--- src/rtl/if_fetch.sv ---
// Instruction-fetch stage with IF/ID pipeline register.
// Keeps at most one imem read outstanding; a 1-entry skid holds a response that lands during a stall.
module if_fetch #(
  parameter logic [31:0] RESET_PC  = 32'h0000_0000,
  parameter logic [31:0] NOP_INSTR = 32'h0000_0013
) (
  input  logic        i_clk,
  input  logic        i_rst,
  input  logic        i_stall,
  input  logic        i_redirect,
  input  logic [31:0] i_redirectPc,
  output logic        o_imemReq,
  output logic [31:0] o_imemAddr,
  input  logic        i_imemReady,
  input  logic        i_imemRvalid,
  input  logic [31:0] i_imemRdata,
  output logic [31:0] o_instr,
  output logic [31:0] o_pc,
  output logic        o_valid
);

  typedef enum logic [1:0] {
    S_FETCH = 2'd0,
    S_WAIT  = 2'd1,
    S_DRAIN = 2'd2
  } state_t;

  state_t      state, state_nxt;
  logic [31:0] pc;
  logic [31:0] reqpc;
  logic        skid_valid;
  logic [31:0] skid_instr;
  logic [31:0] skid_pc;
  logic        accept;
  logic        rsp;

  assign o_imemAddr = pc;

  always_comb begin
    o_imemReq = (state == S_FETCH) && !skid_valid && !i_redirect && !i_rst;
    accept    = o_imemReq && i_imemReady;
    rsp       = (state == S_WAIT) && i_imemRvalid && !i_redirect;
    state_nxt = state;
    case (state)
      S_FETCH: if (accept) state_nxt = S_WAIT;
      // a redirect with no response yet leaves one stale response to swallow
      S_WAIT: begin
        if (i_imemRvalid)    state_nxt = S_FETCH;
        else if (i_redirect) state_nxt = S_DRAIN;
      end
      S_DRAIN: if (i_imemRvalid) state_nxt = S_FETCH;
      default: state_nxt = S_FETCH;
    endcase
  end

  always_ff @(posedge i_clk) begin
    if (i_rst) state <= S_FETCH;
    else       state <= state_nxt;
  end

  always_ff @(posedge i_clk) begin
    if (i_rst) begin
      pc         <= RESET_PC;
      reqpc      <= '0;
      skid_valid <= 1'b0;
      skid_instr <= '0;
      skid_pc    <= '0;
      o_valid    <= 1'b0;
      o_instr    <= NOP_INSTR;
      o_pc       <= '0;
    end else if (i_redirect) begin
      pc         <= i_redirectPc & ~32'h3;
      skid_valid <= 1'b0;
      o_valid    <= 1'b0;
      o_instr    <= NOP_INSTR;
    end else begin
      if (accept) begin
        reqpc <= pc;
        pc    <= pc + 32'd4;
      end
      // skid fill and drain are mutually exclusive: a full skid blocks new requests
      if (rsp && i_stall && o_valid) begin
        skid_valid <= 1'b1;
        skid_instr <= i_imemRdata;
        skid_pc    <= reqpc;
      end else if (!i_stall && skid_valid) begin
        skid_valid <= 1'b0;
        o_valid    <= 1'b1;
        o_instr    <= skid_instr;
        o_pc       <= skid_pc;
      end else if (rsp) begin
        o_valid <= 1'b1;
        o_instr <= i_imemRdata;
        o_pc    <= reqpc;
      end else if (!i_stall) begin
        o_valid <= 1'b0;
        o_instr <= NOP_INSTR;
      end
    end
  end

endmodule

--- config.mk ---
export PLATFORM = sky130hd
export DESIGN_NAME = if_fetch
export DESIGN_NICKNAME = d
export VERILOG_FILES = /design/src/rtl/if_fetch.sv
export SDC_FILE = /design/constraint.sdc
export NUM_CORES = 1
export LEC_CHECK = 0
export ABC_AREA = 1
export BUFFER_PORTS_ARGS = -buffer_cell sky130_fd_sc_hd__buf_2
export CORE_MARGIN = 3
export CORE_UTILIZATION = 55
export DETAILED_ROUTE_END_ITERATION = 6
export PLACE_DENSITY = 0.76
export SYNTH_ARGS = -nofsm -noshare
export SYNTH_HDL_FRONTEND = slang
export SYNTH_SLANG_ARGS = --single-unit
--- constraint.sdc ---
create_clock -name i_clk -period 2 [get_ports i_clk]
set_clock_uncertainty 0.1 [all_clocks]
set_input_delay 0.5 -clock i_clk [delete_from_list [all_inputs] [get_ports i_clk]]
set_output_delay 0.5 -clock i_clk [all_outputs]
set_load 0.01 [all_outputs]
==> results of run 1 <==
layer usage:
metal / vias to the layer above / wire (um)
met1: 3804 / 10600
li1: 4288 / -
met4: 0 / 512
met3: 40 / 1670
met2: 321 / 9330
met5: - / 0
tightest hold or removal path: stages:
cell,delay [ns]
buf_2,0.10
nand2_1,0.05
a21oi_1,0.05
timing repair:
| action | CTS | global route |
|---|---|---|
| gates cloned | 0 | 0 |
| resized for setup | 1 | 5 |
| hold buffers | 0 | 0 |
| pin swaps | 0 | 1 |
| setup endpoints to repair | 1 | 11 |
through the flow:
stage          cells  total power [mW]  worst slack [ns]  util (%)
6_report        1607              7.92            0.0741      68.7
5_1_grt         1607              8.17           0.00241      68.7
4_1_cts         1607              7.96           0.00604      68.5
3_5_place_dp    1575              4.67            0.0162      64.6
3_3_place_gp    1575              4.65            0.0844      64.6
2_1_floorplan   1264              4.37             0.116         -
final cells by class:
cell class / count / area share, %
multi-input cells: 922 / 39.4
flip-flops and latches: 188 / 37.2
repair buffers: 206 / 12.6
clock buffers: 17 / 4.20
inverters: 75 / 2.78
well taps: 184 / 2.27
clock inverters: 15 / 1.56
cell usage in the layout (no fill, tap or decap), drive strengths merged:
cell type | Yosys | layout
a211oi | 4 | 4
a21oi | 64 | 64
a22oi | 1 | 1
a31oi | 3 | 3
and2 | 1 | 1
buf | 42 | 206
bufinv | 0 | 1
clkbuf | 37 | 17
clkinv | 1 | 8
conb | 1 | 4
dfxtp | 188 | 188
ha | 1 | 1
inv | 74 | 81
nand2 | 341 | 341
nand3 | 68 | 68
nand4 | 9 | 9
nor2 | 268 | 268
nor3 | 7 | 7
o211ai | 2 | 2
o21ai | 142 | 142
o21bai | 1 | 1
xor2 | 6 | 6
logic make-up (layout without fill, tap and decap cells):
kind of cell,count (synthesis),after routing,share of synthesized area [%]
buffers and inverters,154,313,7.99
adders and majority gates,1,1,0.149
and+or+nand+nor,694,694,33.1
DFF,188,188,44.9
xor gates and xnor gates,6,6,0.626
AOI/OAI and AO/OA,217,217,13.3
other,1,4,0.0447
power breakdown:
part | internal [mW] | total [mW] | switching, mW
Sequential | 3.84 | 3.93 | 0.0913
Combinational | 0.264 | 0.664 | 0.401
Clock | 1.76 | 3.33 | 1.57
flip-flops by register name (all words and copies together), names as in the netlist:
name        flops
skid_pc        30
o_pc           30
o_valid         1
o_imemAddr     30
o_instr        32
skid_instr     32
state           2
reqpc          30
skid_valid      1
path summary, 6_finish.rpt:
path / depth (start not counted) / from / slack, ns / endpoint
worst max register to register: 10 / o_imemAddr[3]$_SDFFE_PP0P_ / 0.17 / o_imemAddr[26]$_SDFFE_PP0P_
worst max-delay path: 4 / state[0]$_SDFFE_PP0P_ / 0.07 / o_imemReq
worst min register to register: 2 / skid_instr[4]$_SDFFE_PP0P_ / 0.36 / skid_instr[4]$_SDFFE_PP0P_
worst min-delay path: 3 / i_imemRdata[20] / 0.22 / skid_instr[20]$_SDFFE_PP0P_
==> results_dict.tcl, run 1 <==
set metrics [dict create \
    nFillCells 1400 \
    gp_congestion 0.919 \
    cp_cell_sequence "nor2_2 -> nand3_1 -> inv_1 -> buf_2" \
    grt_most_used_layer "met1" \
    drt_iter0_markers 879 \
    hold_violations 0 \
    synth_cell_types 32 \
    design_area_um2 10100 \
    timing.slew.headroom_pct 60.7 \
    leakage_nw 4.65 \
    ir_worst_vdd_mv 0.584 \
    grt_pass1_vias 7282 \
    cp_slowest_cell "dfxtp_1" \
    synth_edf_count 0 \
    drc 0 \
    async_reset_ff_share_pct 0 \
    cp_top_family "flip-flops" \
    final.period_utilization_pct 96.3 \
    required_ns 1.40 \
    power.density_nw_per_um2 782 \
    start_kind "flip-flop" \
    cts_buffer_depth 2 \
    synth.area.top_cells "dfxtp_1 45%, nand2_1 15%, nor2_1 12%, o21ai_0 8.1%, nand3_1 4.1%" \
    critPathBufInv 2 \
    worst_path_largest_cell_delay_ns 0.38 \
    tightest_slew_ns 0.589 \
    viasPerCell 5.26 \
    seqCellArea_um2 3760 \
    ys_seq_elements 188 \
    fmax_mhz 519 \
    use_met2_pct 38.4 \
    arrival_ns 1.33 \
    grtUsageMet3_pct 4.66 \
    fin_nets 1481 \
    fin_setup_tns_ns 0 \
    grt_use_total_pct 26.2 \
    hold_ws_ns 0.225 \
    dpl_cell_area_um2 9530 \
    grt_antenna_before_repair 0 \
    die-height_um 130 \
    grt_first_pass_wirelength_um 35700 \
    ys_seq_area_share_pct 44.9 \
    yosysTopAreaCellShare_pct 44.9 \
    synthTopCellsByCount "341 x nand2_1, 265 x nor2_1, 188 x dfxtp_1" \
    place_hpwl_um 14800 \
    grt_max_degree 68 \
    grtUsageMet1_pct 39.2 \
    core_um2 14800 \
    cts-root-buf "clkbuf_16" \
    crit_type "flip-flop to primary output" \
    ioPinCount 168 \
    dr_total_vias 8453 \
    syn_inst 1261 \
    initial_core_util_pct 56.9 \
    status "complete, no violations" \
    setup_viol 0 \
    postCtsSetupBuffers 0 \
    synth.largest_area_cell "dfxtp_1" \
    rows 44 \
    drive_gt1_share_pct 18.0 \
    avgSynthCellArea_um2 6.65 \
    first_pass_iters 5 \
    clk_pin_slew_worst_paths_ns 0.07 \
    synthFlopType "dfxtp_1" \
    wl_um 22100 \
    antenna_left 0 \
    drv_cap 0 \
    yosysMostFrequentCell "nand2_1" \
    syn_to_final_growth_pct 20.7 \
    crit_path_end_kind "primary output" \
    grt_setup_unrepaired "false" \
    slew_violations 0 \
    cts.sink_count 188 \
    multi_input_area_um2 3990 \
    netlist_area_um2 8390 \
    insertion_delay_ns 0.43 \
    crit_path_max_fanout 6 \
    final.min_clock_period_ns 1.93 \
    cts_max_level 4 \
    dieArea_um2 16800 \
    fp.dieW_um 130 \
    wl_per_cell_um 13.8 \
    antenna_cells 0 \
    grt_overflow 0 \
    io_buffers 161 \
    cts_tree "yes" \
    yosysWarnings 0 \
    cts_buffers 17 \
    worstHoldPathType "input pin to flip-flop" \
]
No activity file was read; power rests on OpenSTA's default activity.
==> run 2, diff against run 1 <==
--- a/config.mk
+++ b/config.mk
@@ -5,7 +5,6 @@
 export SDC_FILE = /design/constraint.sdc
 export NUM_CORES = 1
 export LEC_CHECK = 0
-export ABC_AREA = 1
 export BUFFER_PORTS_ARGS = -buffer_cell sky130_fd_sc_hd__buf_2
 export CORE_MARGIN = 3
 export CORE_UTILIZATION = 55
==> constraint.sdc (replaced) <==
create_clock -name i_clk -period 1.9 [get_ports i_clk]
set_clock_uncertainty 0.1 [all_clocks]
set_input_delay 0.475 -clock i_clk [delete_from_list [all_inputs] [get_ports i_clk]]
set_output_delay 0.475 -clock i_clk [all_outputs]
set_load 0.01 [all_outputs]
==> run 2 against run 1 <==
Effect of this change:
- the run now ends with setup timing left
- non-clock buffer count rose by 91
- via count increased by 8.4%
- total power rose by 4.7%
==> results_dict.tcl, run 2 <==
set metrics [dict create \
    syn_inst 1100 \
    required_ns 2.08 \
    crit_type "flip-flop to flip-flop" \
    crit_path_end_kind "flip-flop" \
    insertion_delay_ns 0.43 \
    grt_first_pass_wirelength_um 39600 \
    seqCellArea_um2 3810 \
    ir_worst_vdd_mv 0.635 \
    multi_input_area_um2 4420 \
    yosysWarnings 0 \
    cts_buffer_depth 2 \
    drv_cap 0 \
    start_kind "flip-flop" \
    gp_congestion 0.974 \
    dieArea_um2 16700 \
    antenna_cells 0 \
    ys_seq_area_share_pct 45.2 \
    timing.slew.headroom_pct 52.4 \
    cts.sink_count 188 \
    cts-root-buf "clkbuf_16" \
    viasPerCell 6.03 \
    grt_antenna_before_repair 0 \
    nFillCells 1075 \
    worst_path_largest_cell_delay_ns 0.60 \
    final.min_clock_period_ns 1.98 \
    grt_setup_unrepaired "true" \
    fp.dieW_um 129 \
    rows 44 \
    hold_buffers 0 \
    dpl.cell_count 1469 \
    async_reset_ff_share_pct 0 \
    drc 0 \
    grt_pass1_vias 8040 \
    grt_use_total_pct 29.4 \
    clk_pin_slew_worst_paths_ns 0.07 \
    drt_iter0_markers 1097 \
    netlist_area_um2 8330 \
    first_pass_iters 7 \
    ioPinCount 168 \
    mostFrequentLayoutCells "372 x nand2_1, 165 x dfxtp_1, 159 x buf_2" \
    cts_tree "yes" \
    power_mw 8.29 \
    synthFlopType "dfxtp_1" \
    setup_ws_ns -0.0829 \
    power.density_nw_per_um2 742 \
    wl_per_cell_um 18.0 \
    yosysMostFrequentCell "nand2_1" \
    avgSynthCellArea_um2 7.58 \
    cts_max_level 4 \
    worstHoldPathType "input pin to flip-flop" \
    cts_buffers 17 \
    core_um2 14700 \
    die-height_um 129 \
    tightest_slew_ns 0.712 \
    grt_overflow 0 \
    drive_gt1_share_pct 29.9 \
    cp_cell_sequence "or4b_4 -> nor4_4 -> buf_4 -> and4b_1 -> nor3_1" \
    initial_core_util_pct 56.7 \
    place_hpwl_um 16800 \
    hold_violations 0 \
    antenna_left 0 \
    final.period_utilization_pct 104 \
    leakage_nw 4.29 \
    postLayoutCoreUtil_pct 76.0 \
    synth.largest_area_cell "dfxtp_1" \
    setup_viol 38 \
    status "complete, but fails checks" \
    io_buffers 161 \
    cp_slowest_cell "or4b_4" \
    fin_nets 1395 \
    synth.area.top_cells "dfxtp_1 45%, nand2_1 17%, a21oi_1 9.5%, a211o_1 6.6%, clkbuf_1 3.5%" \
    layout_commonest_cell "nand2_1" \
    slew_violations 0 \
    wl_um 27400 \
    synthTopCellsByCount "375 x nand2_1, 188 x dfxtp_1, 158 x a21oi_1" \
    synth_edf_count 0 \
    crit_path_max_fanout 6 \
    synth_cell_types 56 \
    fmax_mhz 504 \
    layout.cells.non_filler 1520 \
    grt_max_degree 69 \
    top_regs "o_instr: 32 flops, skid_instr: 32 flops" \
    violations "setup timing" \
    ys_seq_elements 188 \
    arrival_ns 2.17 \
    syn_to_final_growth_pct 34.1 \
    yosysTopAreaCellShare_pct 45.2 \
    dr_total_vias 9167 \
]
==> run 2: cell count changes after synthesis, sizes merged, moves of 13 or more <==
cell,before,now
nor2,268,17
o21ai,142,34
a21oi,64,158
inv,74,9
a211o,0,63
nand3,68,16
clkbuf,37,77
nand2,341,375
buf,42,19
a31oi,3,17
or4,0,13
==> run 2: what timing repair did <==
item	in CTS	in global routing
buffers inserted	5	9
setup endpoints to repair	25	132
gates cloned	0	6
pin swaps	10	24
resized for setup	23	50
==> run 2: area by class of cell <==
cell class / instances / area share [%]
timing repair buffer: 297 / 19.0
clock inverter: 10 / 0.817
multi-input combinational: 811 / 39.6
clock buffer: 21 / 4.12
sequential: 188 / 34.1
tap: 184 / 2.06
inverter: 9 / 0.302
==> run 2: worst max-delay path, delay by kind of cell, from the launching register on <==
| family | cells | cell delay [ns] |
|---|---|---|
| buf+inv | 1 | 0.19 |
| flops | 1 | 0.37 |
| simple gates | 4 | 1.17 |
==> run 2: path summary, 6_finish.rpt <==
check	cells after the start	startpoint	slack, ns	end
min reg2reg	2	o_instr[8]$_SDFFE_PP0P_	0.35	o_instr[8]$_SDFFE_PP0P_
max reg2reg	5	state[1]$_SDFFE_PP0P_	-0.08	o_imemAddr[23]$_SDFFE_PP0P_
max	5	state[1]$_SDFFE_PP0P_	-0.08	o_imemAddr[23]$_SDFFE_PP0P_
min	3	i_redirectPc[5]	0.18	o_imemAddr[5]$_SDFFE_PP0P_
==> run 2: logic make-up (layout without fill, tap and decap cells) <==
kind of cell | count (synthesis) | count (layout) | share of synthesized area [%]
mux | 2 | 2 | 0.240
fa+ha+maj | 1 | 1 | 0.150
xor+xnor | 3 | 3 | 0.315
buf+inv | 105 | 337 | 5.04
other cells | 1 | 4 | 0.0450
simple gates | 492 | 493 | 26.1
compound gates | 308 | 308 | 23.0
flops | 188 | 188 | 45.2
==> run 2: power by group <==
group	leakage [nW]	total (mW)	switching, mW	internal (mW)
clock	0.269	3.41	1.54	1.87
combinational	2.48	0.830	0.486	0.344
sequential	1.53	4.06	0.0589	4.00
==> run 2: metal layers <==
| layer | track usage (%) | routed length, um | vias up | share of wire [%] |
|---|---|---|---|---|
| met5 | 0 | 0 | - | 0 |
| met2 | 47.2 | 13000 | 487 | 47 |
| met3 | 6.18 | 2390 | 94 | 8.7 |
| li1 | - | - | 4274 | - |
| met4 | 10.4 | 790 | 0 | 2.9 |
| met1 | 39.5 | 11200 | 4312 | 41 |
==> run 2: metrics by stage <==
step	setup TNS [ns]	setup slack [ns]	hold slack (ns)	area [um2]
after detailed placement	-25.88	-0.311	0.343	10100
after CTS	-0.130	-0.0375	0.173	10800
after global placement	-24.01	-0.262	0.335	10100
after global routing	-3.16	-0.140	0.175	11200
final	-1.18	-0.0829	0.180	11200
after floorplan	-0.0163	-0.00813	0.337	8460
